===== src/rtl/octal_counter_ctrl.sv =====
`timescale 1ns / 1ps
`default_nettype none
// ============================================================================
// Module      : octal_counter_ctrl
// Description : Two-digit octal up-counter (00..77) advanced by a clock
//               prescaler. Two debounced active-low keys: pause toggles
//               RUN/PAUSE, clear zeroes the digits and the prescaler.
// Revision    : 1.0 - initial release
// ============================================================================
module octal_counter_ctrl #(
   parameter int TICK_DIV = 12000000,
   parameter int DEB_CYC  = 240000
) (
   input  logic       clk,
   input  logic       rst_n,
   input  logic       key_pause_n,
   input  logic       key_clr_n,
   output logic [2:0] seg_data_1,
   output logic [2:0] seg_data_2,
   output logic       run,
   output logic       tick,
   output logic       wrap
);

   localparam int c_presc_w = (TICK_DIV > 2) ? $clog2(TICK_DIV) : 1;
   localparam int c_deb_w   = (DEB_CYC > 2) ? $clog2(DEB_CYC) : 1;

   localparam logic [c_presc_w-1:0] c_presc_max = c_presc_w'(TICK_DIV - 1);
   localparam logic [c_presc_w-1:0] c_presc_one = c_presc_w'(1);
   localparam logic [c_deb_w-1:0]   c_deb_max   = c_deb_w'(DEB_CYC - 1);
   localparam logic [c_deb_w-1:0]   c_deb_one   = c_deb_w'(1);

   // State encoding doubles as the run output: RUN is the 1 value
   localparam logic [0:0] S_PAUSE = 1'b0;
   localparam logic [0:0] S_RUN   = 1'b1;

   // Bit 0 = pause key, bit 1 = clear key
   logic [1:0] w_key_raw;
   logic [1:0] w_press;

   assign w_key_raw = {key_clr_n, key_pause_n};

   // Per-key synchronizer, debounce filter and press detector
   for (genvar gi = 0; gi < 2; gi++) begin : g_key
      logic [1:0]         r_sync;
      logic               r_stable;
      logic [c_deb_w-1:0] r_cnt;
      logic               w_level;

      assign w_level = r_sync[1];

      // Press fires in the cycle the stable level is about to fall, so the
      // consumers act on the same edge the stable level updates
      assign w_press[gi] = (r_cnt == c_deb_max) && (w_level != r_stable) && !w_level;

      // Two-flop synchronizer into the clk domain
      always_ff @(posedge clk or negedge rst_n) begin
         if (!rst_n) begin
            r_sync <= 2'b11;
         end else begin
            r_sync <= {r_sync[0], w_key_raw[gi]};
         end
      end

      // Accept a new level only after it has differed for DEB_CYC cycles
      always_ff @(posedge clk or negedge rst_n) begin
         if (!rst_n) begin
            r_stable <= 1'b1;
            r_cnt    <= '0;
         end else if (w_level == r_stable) begin
            r_cnt <= '0;
         end else if (r_cnt == c_deb_max) begin
            r_stable <= w_level;
            r_cnt    <= '0;
         end else begin
            r_cnt <= r_cnt + c_deb_one;
         end
      end
   end

   logic                 w_pause_press;
   logic                 w_clr_press;
   logic [0:0]           r_state;
   logic [c_presc_w-1:0] r_presc;
   logic [2:0]           r_dig_hi;
   logic [2:0]           r_dig_lo;
   logic                 r_tick;
   logic                 r_wrap;
   logic                 w_step;
   logic                 w_at_max;

   assign w_pause_press = w_press[0];
   assign w_clr_press   = w_press[1];
   assign w_step        = (r_state == S_RUN) && (r_presc == c_presc_max);
   assign w_at_max      = (r_dig_hi == 3'd7) && (r_dig_lo == 3'd7);

   // RUN/PAUSE toggle on each pause press; a coinciding step still completes
   always_ff @(posedge clk or negedge rst_n) begin
      if (!rst_n) begin
         r_state <= S_RUN;
      end else if (w_pause_press) begin
         r_state <= (r_state == S_RUN) ? S_PAUSE : S_RUN;
      end
   end

   // Prescaler, digit counter and one-cycle tick/wrap pulses; clear wins
   always_ff @(posedge clk or negedge rst_n) begin
      if (!rst_n) begin
         r_presc  <= '0;
         r_dig_hi <= 3'd0;
         r_dig_lo <= 3'd0;
         r_tick   <= 1'b0;
         r_wrap   <= 1'b0;
      end else if (w_clr_press) begin
         r_presc  <= '0;
         r_dig_hi <= 3'd0;
         r_dig_lo <= 3'd0;
         r_tick   <= 1'b0;
         r_wrap   <= 1'b0;
      end else begin
         r_tick <= w_step;
         r_wrap <= w_step && w_at_max;
         if (r_state == S_RUN) begin
            r_presc <= w_step ? '0 : (r_presc + c_presc_one);
         end
         if (w_step) begin
            if (r_dig_lo == 3'd7) begin
               r_dig_lo <= 3'd0;
               r_dig_hi <= r_dig_hi + 3'd1;
            end else begin
               r_dig_lo <= r_dig_lo + 3'd1;
            end
         end
      end
   end

   assign seg_data_1 = r_dig_hi;
   assign seg_data_2 = r_dig_lo;
   assign run        = r_state[0];
   assign tick       = r_tick;
   assign wrap       = r_wrap;

endmodule
`default_nettype wire

===== config.mk =====
export PLATFORM = sky130hd
export DESIGN_NAME = octal_counter_ctrl
export DESIGN_NICKNAME = d
export VERILOG_FILES = /design/src/rtl/octal_counter_ctrl.sv
export SDC_FILE = /design/constraint.sdc
export NUM_CORES = 1
export LEC_CHECK = 0
export ABC_AREA = 0
export BUFFER_PORTS_ARGS = -buffer_cell sky130_fd_sc_hd__buf_2
export CAP_MARGIN = 0
export CELL_PAD_IN_SITES_DETAIL_PLACEMENT = 1
export CELL_PAD_IN_SITES_GLOBAL_PLACEMENT = 1
export CORE_MARGIN = 2
export CORE_UTILIZATION = 35
export CTS_BUF_LIST = sky130_fd_sc_hd__clkbuf_16
export CTS_CLUSTER_SIZE = 20
export DETAILED_ROUTE_END_ITERATION = 10
export PLACE_DENSITY = 0.7
export SLEW_MARGIN = 5
export SYNTH_ARGS = -nofsm -noshare
export SYNTH_HDL_FRONTEND = slang
export SYNTH_SLANG_ARGS = --single-unit
export TNS_END_PERCENT = 100

===== constraint.sdc =====
create_clock -name clk -period 1.68 [get_ports clk]
set_input_delay 0.504 -clock clk [delete_from_list [all_inputs] [get_ports clk]]
set_output_delay 0.504 -clock clk [all_outputs]
set_load 0.05 [all_outputs]

[After elaboration in Yosys (flattened, before gate mapping)]
Index checks and enable logic that the tools add are counted.
Word-level totals
  register bits after elaboration: 75
  output and inout bits: 9
  logic and storage cells: 59
Cells by class
  add/subtract/negate cells: 5
  equal/unequal tests: 9
  muxes and demuxes: 16
  bitwise logic cells: 2
  reduce and logical (&&, ||, !) cells: 15
Operators by type and width (count)
  $mux 18: 4
  $mux 24: 3
  $add 18x1->18 const B: 2
  $eq 18x18->1 const B: 2
  $add 24x1->24 const B: 1
  $eq 24x24->1 const B: 1
  $mux 3: 6
  $logic_and 1x1->1: 7
  $add 3x1->3 const B: 2
  $eq 3x3->1 const B: 2
  $reduce_and 2->1: 3
  $reduce_bool 2->1: 3
  $mux 1: 3
  $eq 1x1->1: 2
  $logic_not 1->1: 2
  $ne 1x1->1: 2
  $not 1->1: 2

[Depth between registers and ports, before layout]
Gate-level depths: netlist of run 1.
  word-level depth: 5
  depth in mapped cells: 9
  gate-level depth less buffers: 7

[Worst setup path before layout of run 1]
No wires, ideal clock.
  kind: reg2reg
  start: register r_state (netlist: run)
  end: register r_presc[18]
  arrival time: 1.695 ns
  data required time: 1.561 ns
  slack: -0.133 ns
  stages on the path, launching flop included: 8
  path buffers: 2
  period minus slack after synthesis: 1.813 ns
  cell sequence: dfstp_2 nand4_1 nor2_2 nand4_1 nand2b_1 buf_6 buf_12 nor2_1
Between the ends
  longest elaborated chain between the ends: 4
  elaborated cells on any way between the ends: 5
  those cells by class: mux: 3; reduce/logical: 2
Ends and longest elaborated chain
  start, declared: line 83  | logic [0:0] r_state;
  start signal, assigned: line 102  | r_state <= (r_state == S_RUN) ? S_PAUSE : S_RUN;
  $logic_and 1x1->1: line 94  | assign w_step = (r_state == S_RUN) && (r_presc == c_presc_max);
  $mux 24: line 124  | r_presc <= w_step ? '0 : (r_presc + c_presc_one);
  $mux 24: line 123  | if (r_state == S_RUN) begin
  $mux 24: line 114  | end else if (w_clr_press) begin
  end signal, assigned: line 124
  end, declared: line 84  | logic [c_presc_w-1:0] r_presc;
Several ways; a longest one is shown, not always the timed one. The select of a mux whose other input is x is not followed.
A chain may end at the register's enable or synchronous reset.

[Final worst setup path of run 1]
  start: register r_presc[22]
  end: register r_presc[3]
Between the ends
  longest elaborated chain between the ends: 5
Ends and longest elaborated chain (line)
  $eq 24x24->1: 94
  $logic_and 1x1->1: 94
  $mux 24: 124
  $mux 24: 123
  $mux 24: 114
No other way between the ends. The select of a mux whose other input is x is not followed.

==> results.ini, run 1 <==
[synthesis]
yosysMostFrequentCell=nor2_1
synth_warnings=0
postSynthCellCount=363
yosys_most_used_dff=dfrtp_1
synth_commonest_cells=nor2_1, dfrtp_1, xor2_1
synth_area_sq_mm=0.00369
ys_seq_area_share_pct=51.1
avgSynthCellArea_sq_um=10.2
synth_nets=374
yosysTopAreaCell=dfrtp_1
async_flop_share_pct=100
synth-edff-count=0
synthTopCellsByArea=dfrtp_1, xor2_1, nor2_1
ys_ff_latch=75
synth_top_area_share_pct=46.1
ys_types=45

[drt]
via_per_inst=5.03
routed_wl_mm=9.60
dr.pass1.iters=4
first_iter_violations=135
drc=0
vias=2900
antenna_left=0
wl_per_cell_um=16.7

[clock_network]
clockBufferDepth=2
ctsHoldBuffers=0
cts_tree=done
clkTransAtPathRegs_ns=0.06
cts_root_buf=clkbuf_16
clkSinkCount=75
htree_num_levels=3
clk_latency_ns=0.34
cts_buffers=9

[floorplanning]
die_width_um=107
die_y_um=107
num_rows=37
start_util_pct=35.9
fp.dieArea_sq_mm=0.0114
boundaryPins=13
core-area_sq_mm=0.0103

[timing]
finalHoldViolCount=0
fmax_ghz=0.535
slew_violations=0
max-slew-margin-rel_pct=77.7
rsz0062_at_grt=true
layout_min_cycle_time_ns=1.87
min_period_over_period_pct=111
finalSetupTns_ns=-4.82
setup_viol=46
tightest_slew_ns=0.333
fin_ws_ns=-0.188
clock_skew_ns=0.00774

[run_status]
violations=negative setup slack
status=finished, violations left

[power]
ir_drop_uv=519
power.leakage_nw=2.16
fin_total_pwr_mw=3.75
p_per_area_mw_per_mm2=763

[final_layout]
area_growth_pct=33.1
final_layout_size_suffix_gt1_share_pct=34.3
instances_no_fill=576
final_nets=446
diodes=0

[run]
max_cap_viol_count=0

[critical_path]
cp-start-kind=flop
cp-end-kind=flop
cp_max_fo=8
cp.required_ns=1.90
path_class=flop to flop
arrival_ns=2.09

[hold_path]
hold_class=input port to async pin

[global_routing]
grt-ovfl-total=0
grtUsageTotal_pct=17.6
grt_max_degree=35
antenna_found_initial=0
grt_pass1_wl_mm=15.8
grt_pass1_vias=3108

[placed_design]
port_buffers=12
placedCellCount=547
hpwl_mm=6.25
place_congestion=0.840

power breakdown:
group	total (mW)	internal (mW)	switching [mW]
sequential	1.84	1.83	0.0156
combinational	0.136	0.0511	0.0850
clock	1.77	0.994	0.776
total	3.75	2.87	0.877
placed cells by master, fill, tap and decap left out, types with 4 or more instances in the layout:
| master | count |
|---|---|
| dfrtp_1 | 64 |
| buf_4 | 52 |
| nor2_1 | 48 |
| xor2_1 | 38 |
| nand3_1 | 27 |
| nand4_1 | 21 |
| nand2_1 | 19 |
| xnor2_1 | 18 |
| nor2_4 | 17 |
| nor2_2 | 11 |
| buf_2 | 10 |
| nor3_1 | 9 |
| clkbuf_16 | 9 |
| and3_1 | 7 |
| dfstp_2 | 7 |
| ha_1 | 6 |
| inv_1 | 5 |
| and4_1 | 4 |
| mux2i_1 | 4 |
| buf_12 | 4 |
| dfrtp_2 | 4 |
critical path: stages (launching register included):
cell	delay (ns)
dfrtp_1	0.40
or4bb_4	0.56
nor2_4	0.11
nand4_1	0.17
buf_4	0.20
nand2b_4	0.10
buf_12	0.15
nor2_1	0.05
what timing repair did:
item | CTS | global route
buffers inserted | 8 | 4
pin swaps | 32 | 16
gates cloned | 2 | 0
endpoints found under the setup margin | 36 | 52
gates resized for setup | 42 | 34
per-stage QoR:
| stage | utilization, % | hold WS, ns | instance area, sq um | worst slack, ns |
|---|---|---|---|---|
| 2_1_floorplan | - | 0.208 | 3700 | -0.0769 |
| 3_3_place_gp | 41.3 | 0.348 | 4250 | -0.0164 |
| 3_5_place_dp | 41.3 | 0.348 | 4250 | -0.116 |
| 4_1_cts | 46.3 | 0.0671 | 4750 | -0.108 |
| 5_1_grt | 47.8 | 0.0757 | 4910 | -0.236 |
| 6_report | 47.8 | 0.0622 | 4910 | -0.188 |
worst paths after layout:
check                                   start                  to  slack (ns)  cells after the start
max reg2reg                       r_presc[22]          r_presc[3]       -0.19                      7
min reg2reg                g_key[0].r_sync[0]  g_key[0].r_sync[1]        0.36                      0
min                                     rst_n         r_presc[13]        0.06                      1
max in group asynchronous               rst_n          r_presc[9]        1.00                      2
max                               r_presc[22]          r_presc[3]       -0.19                      7
min in group clk                    key_clr_n  g_key[1].r_sync[0]        0.27                      1
state kept, by name (all words and copies together), names as in the netlist:
signal,count
g_key.r_cnt,36
g_key.r_stable,2
g_key.r_sync,4
r_presc,24
run,1
seg_data_1,3
seg_data_2,3
tick,1
wrap,1
layout make-up:
cell class | instances | area [sq um]
clock buffer | 9 | 225
clock inverter | 7 | 45.0
fill | 1166 | 5370
inverter | 4 | 15.0
multi-input combinational | 272 | 1940
sequential | 75 | 1890
tap | 136 | 170
timing repair buffer | 73 | 627
cell families after synthesis:
group | synth area share, %
muxes | 1.97
AOI/OAI and AO/OA | 1.12
buffers and inverters | 2.71
adders and majority gates | 2.37
DFF | 51.1
xor gates and xnor gates | 13.3
and+or+nand+nor | 27.5
per-layer routing:
metal	routed length, um	GRT usage [%]	up-vias
met1	4120	21.9	1480
met2	5090	30.8	25
met4	123	4.17	0
li1	-	-	1381
met5	0	0	-
met3	274	4.26	14
Note: power is estimated with default switching activity, not from simulation.
==> inputs of run 2 (changes only) <==
--- a/config.mk
+++ b/config.mk
@@ -7,10 +7,8 @@
 export LEC_CHECK = 0
 export ABC_AREA = 0
 export BUFFER_PORTS_ARGS = -buffer_cell sky130_fd_sc_hd__buf_2
-export CAP_MARGIN = 0
 export CELL_PAD_IN_SITES_DETAIL_PLACEMENT = 1
 export CELL_PAD_IN_SITES_GLOBAL_PLACEMENT = 1
-export CORE_MARGIN = 2
 export CORE_UTILIZATION = 35
 export CTS_BUF_LIST = sky130_fd_sc_hd__clkbuf_16
 export CTS_CLUSTER_SIZE = 20
==> run 2 against run 1 <==
- the flow still finishes with violations (negative setup slack)
- wire length decreased by 9.3%
- utilization decreased by 1.7 points
- combinational power decreased by 15%
- clock skew increased by 0.0023 ns
- setup slack improved by 0.10 ns
- largest cell class is now flip-flops and latches
- non-clock buffer count decreased by 2
- highest routed layer unchanged
- critical path depth decreased by 4
==> results.ini, run 2 (synthesis gave the netlist of run 1 again) <==
[run_status]
status=finished, violations left
violations=negative setup slack

[hold_path]
hold_class=input port to async pin

[timing]
finalSetupTns_ns=-1.02  ; +3.80 ns
setup_viol=25  ; -46%
slew_violations=0  ; unchanged
finalHoldViolCount=0  ; unchanged
rsz0062_at_grt=true
fin_ws_ns=-0.0846  ; +0.104 ns
max-slew-margin-rel_pct=76.0  ; -1.8 points
tightest_slew_ns=0.357  ; +0.0244 ns
min_period_over_period_pct=105  ; -6.2 points
clock_skew_ns=0.00999  ; +0.00225 ns
layout_min_cycle_time_ns=1.76  ; -0.104 ns
fmax_ghz=0.567  ; +5.9%

[final_layout]
multiInputGateArea_sq_mm=0.00177  ; -8.5%
largest_reg_flops=36  ; unchanged
final_common_cell=nor2_1
register_area_sq_mm=0.00189  ; -0.13%
top_regs=g_key.r_cnt: 36 flops, r_presc: 24 flops, g_key.r_sync: 4 flops
final_cell_mix=nor2_1, dfrtp_1, buf_4
final_nets=444  ; -0.45%
fill_cells=1152  ; -1.2%
diodes=0  ; unchanged
final_layout_size_suffix_gt1_share_pct=26.9  ; -7.4 points
largest-register=g_key.r_cnt
final_cell_area_sq_mm=0.00473  ; -3.6%
area_growth_pct=28.2

[floorplanning]
die_width_um=105  ; -1.9%
start_util_pct=35.9  ; unchanged
die_y_um=105  ; -1.9%
fp.dieArea_sq_mm=0.0110  ; -3.7%
boundaryPins=13  ; unchanged
num_rows=37  ; unchanged
core-area_sq_mm=0.0103  ; unchanged

[drt]
vias=2838  ; -2.1%
dr.pass1.iters=4  ; unchanged
drc=0  ; unchanged
routed_wl_mm=8.71  ; -9.3%
via_per_inst=4.94  ; -1.8%
antenna_left=0  ; unchanged
first_iter_violations=73  ; -46%
wl_per_cell_um=15.2  ; -9.0%

[critical_path]
path_class=flop to output port
arrival_ns=1.26  ; -0.83 ns
cp.required_ns=1.18  ; -0.72 ns
critical_path.startpoint=run
cp-end-kind=output port
rr_startpoint=r_presc[14]
cp_max_fo=5  ; -3
cp-start-kind=flop

[power]
p_seq_share_pct=47.3  ; -1.9 points
ir_drop_uv=449  ; -13%
p_switching_uw=866  ; -1.2%
p_clk_share_pct=49.7  ; +2.5 points
p_int_mw=3.03  ; +5.5%
switching_share_pct=22.2  ; -1.2 points
power.leakage_nw=2.19  ; +1.5%
p_per_area_mw_per_mm2=823  ; +7.8%
pwr-share-comb_pct=3.0  ; -0.6 points

[run]
max_cap_viol_count=0  ; unchanged

[clock_network]
cts_root_buf=clkbuf_16
clkSinkCount=75  ; unchanged
cts_tree=done
htree_num_levels=3  ; unchanged
ctsHoldBuffers=0  ; unchanged
clk_latency_ns=0.34  ; about the same
cts_buffers=9  ; unchanged
clkTransAtPathRegs_ns=0.06  ; about the same
clockBufferDepth=2  ; unchanged

[placed_design]
place_congestion=0.807  ; -3.9%
pre_cts_slack_ns=-0.0844  ; +0.0319 ns
hpwl_mm=5.93  ; -5.1%
dpl_cell_area_sq_mm=0.00427  ; +0.47%
port_buffers=12  ; unchanged

[global_routing]
antenna_found_initial=0  ; unchanged
grt-ovfl-total=0  ; unchanged
grt_max_degree=30  ; -14%
grtUsageTotal_pct=17.2  ; -0.34 points
grt_pass1_vias=3120  ; +0.39%
grt_pass1_wl_mm=15.1  ; -4.0%

-- run 2: power groups by stage --
stage / clock [mW] / combinational [mW] / sequential (mW)
after detailed placement: 0 / 0.119 / 1.87
after CTS: 2.00 / 0.119 / 1.84
after global routing: 2.06 / 0.134 / 1.84
final: 1.94 / 0.115 / 1.84
after floorplan: 0 / 0.0337 / 1.87
after global placement: 0 / 0.115 / 1.87
-- run 2: what timing repair did --
item                                    4_1_cts  5_1_grt
endpoints found under the setup margin       28       37
pin swaps                                     6        9
setup buffers                                 4        5
gates cloned                                  0        1
gates resized for setup                       9        6
-- run 2: stage by stage --
stage / std cells / total power [mW] / utilization [%] / hold WS (ns)
after detailed placement: 548 / 1.99 / 41.5 / 0.349
final: 574 / 3.90 / 46.0 / 0.0284
after global placement: 548 / 1.99 / 41.5 / 0.348
after floorplan: 363 / 1.91 / - / 0.208
after CTS: 568 / 3.96 / 45.0 / 0.0250
after global routing: 574 / 4.04 / 46.0 / 0.0340
-- run 2: cell type report --
cell class	count	area share (%)
Clock inverter	7	1.56
Timing Repair Buffer	71	12.4
Inverter	4	0.317
Multi-Input combinational cell	272	37.5
Clock buffer	9	4.76
Tap cell	136	3.60
Sequential cell	75	39.9
-- run 2: layer usage --
layer	part of all wire, %	up-vias	track usage [%]
li1	-	1376	-
met2	51	24	29.7
met4	0.99	0	3.82
met3	2.3	8	4.30
met1	45	1430	21.8
met5	0	-	0
-- run 2: worst paths after layout --
| check | end | slack (ns) | depth (start not counted) |
|---|---|---|---|
| hold / removal | g_key[0].r_cnt[11] | 0.03 | 1 |
| max in group asynchronous | seg_data_2[0] | 1.08 | 2 |
| setup reg to reg | wrap | -0.06 | 6 |
| min in group clk | g_key[0].r_sync[0] | 0.27 | 1 |
| setup / recovery | run | -0.08 | 3 |
| hold reg to reg | g_key[1].r_sync[1] | 0.36 | 0 |
-- run 2: critical path: stages (launching register included) --
cell	delay, ns
dfstp_2	0.56
buf_4	0.12
buf_6	0.10
buf_8	0.14
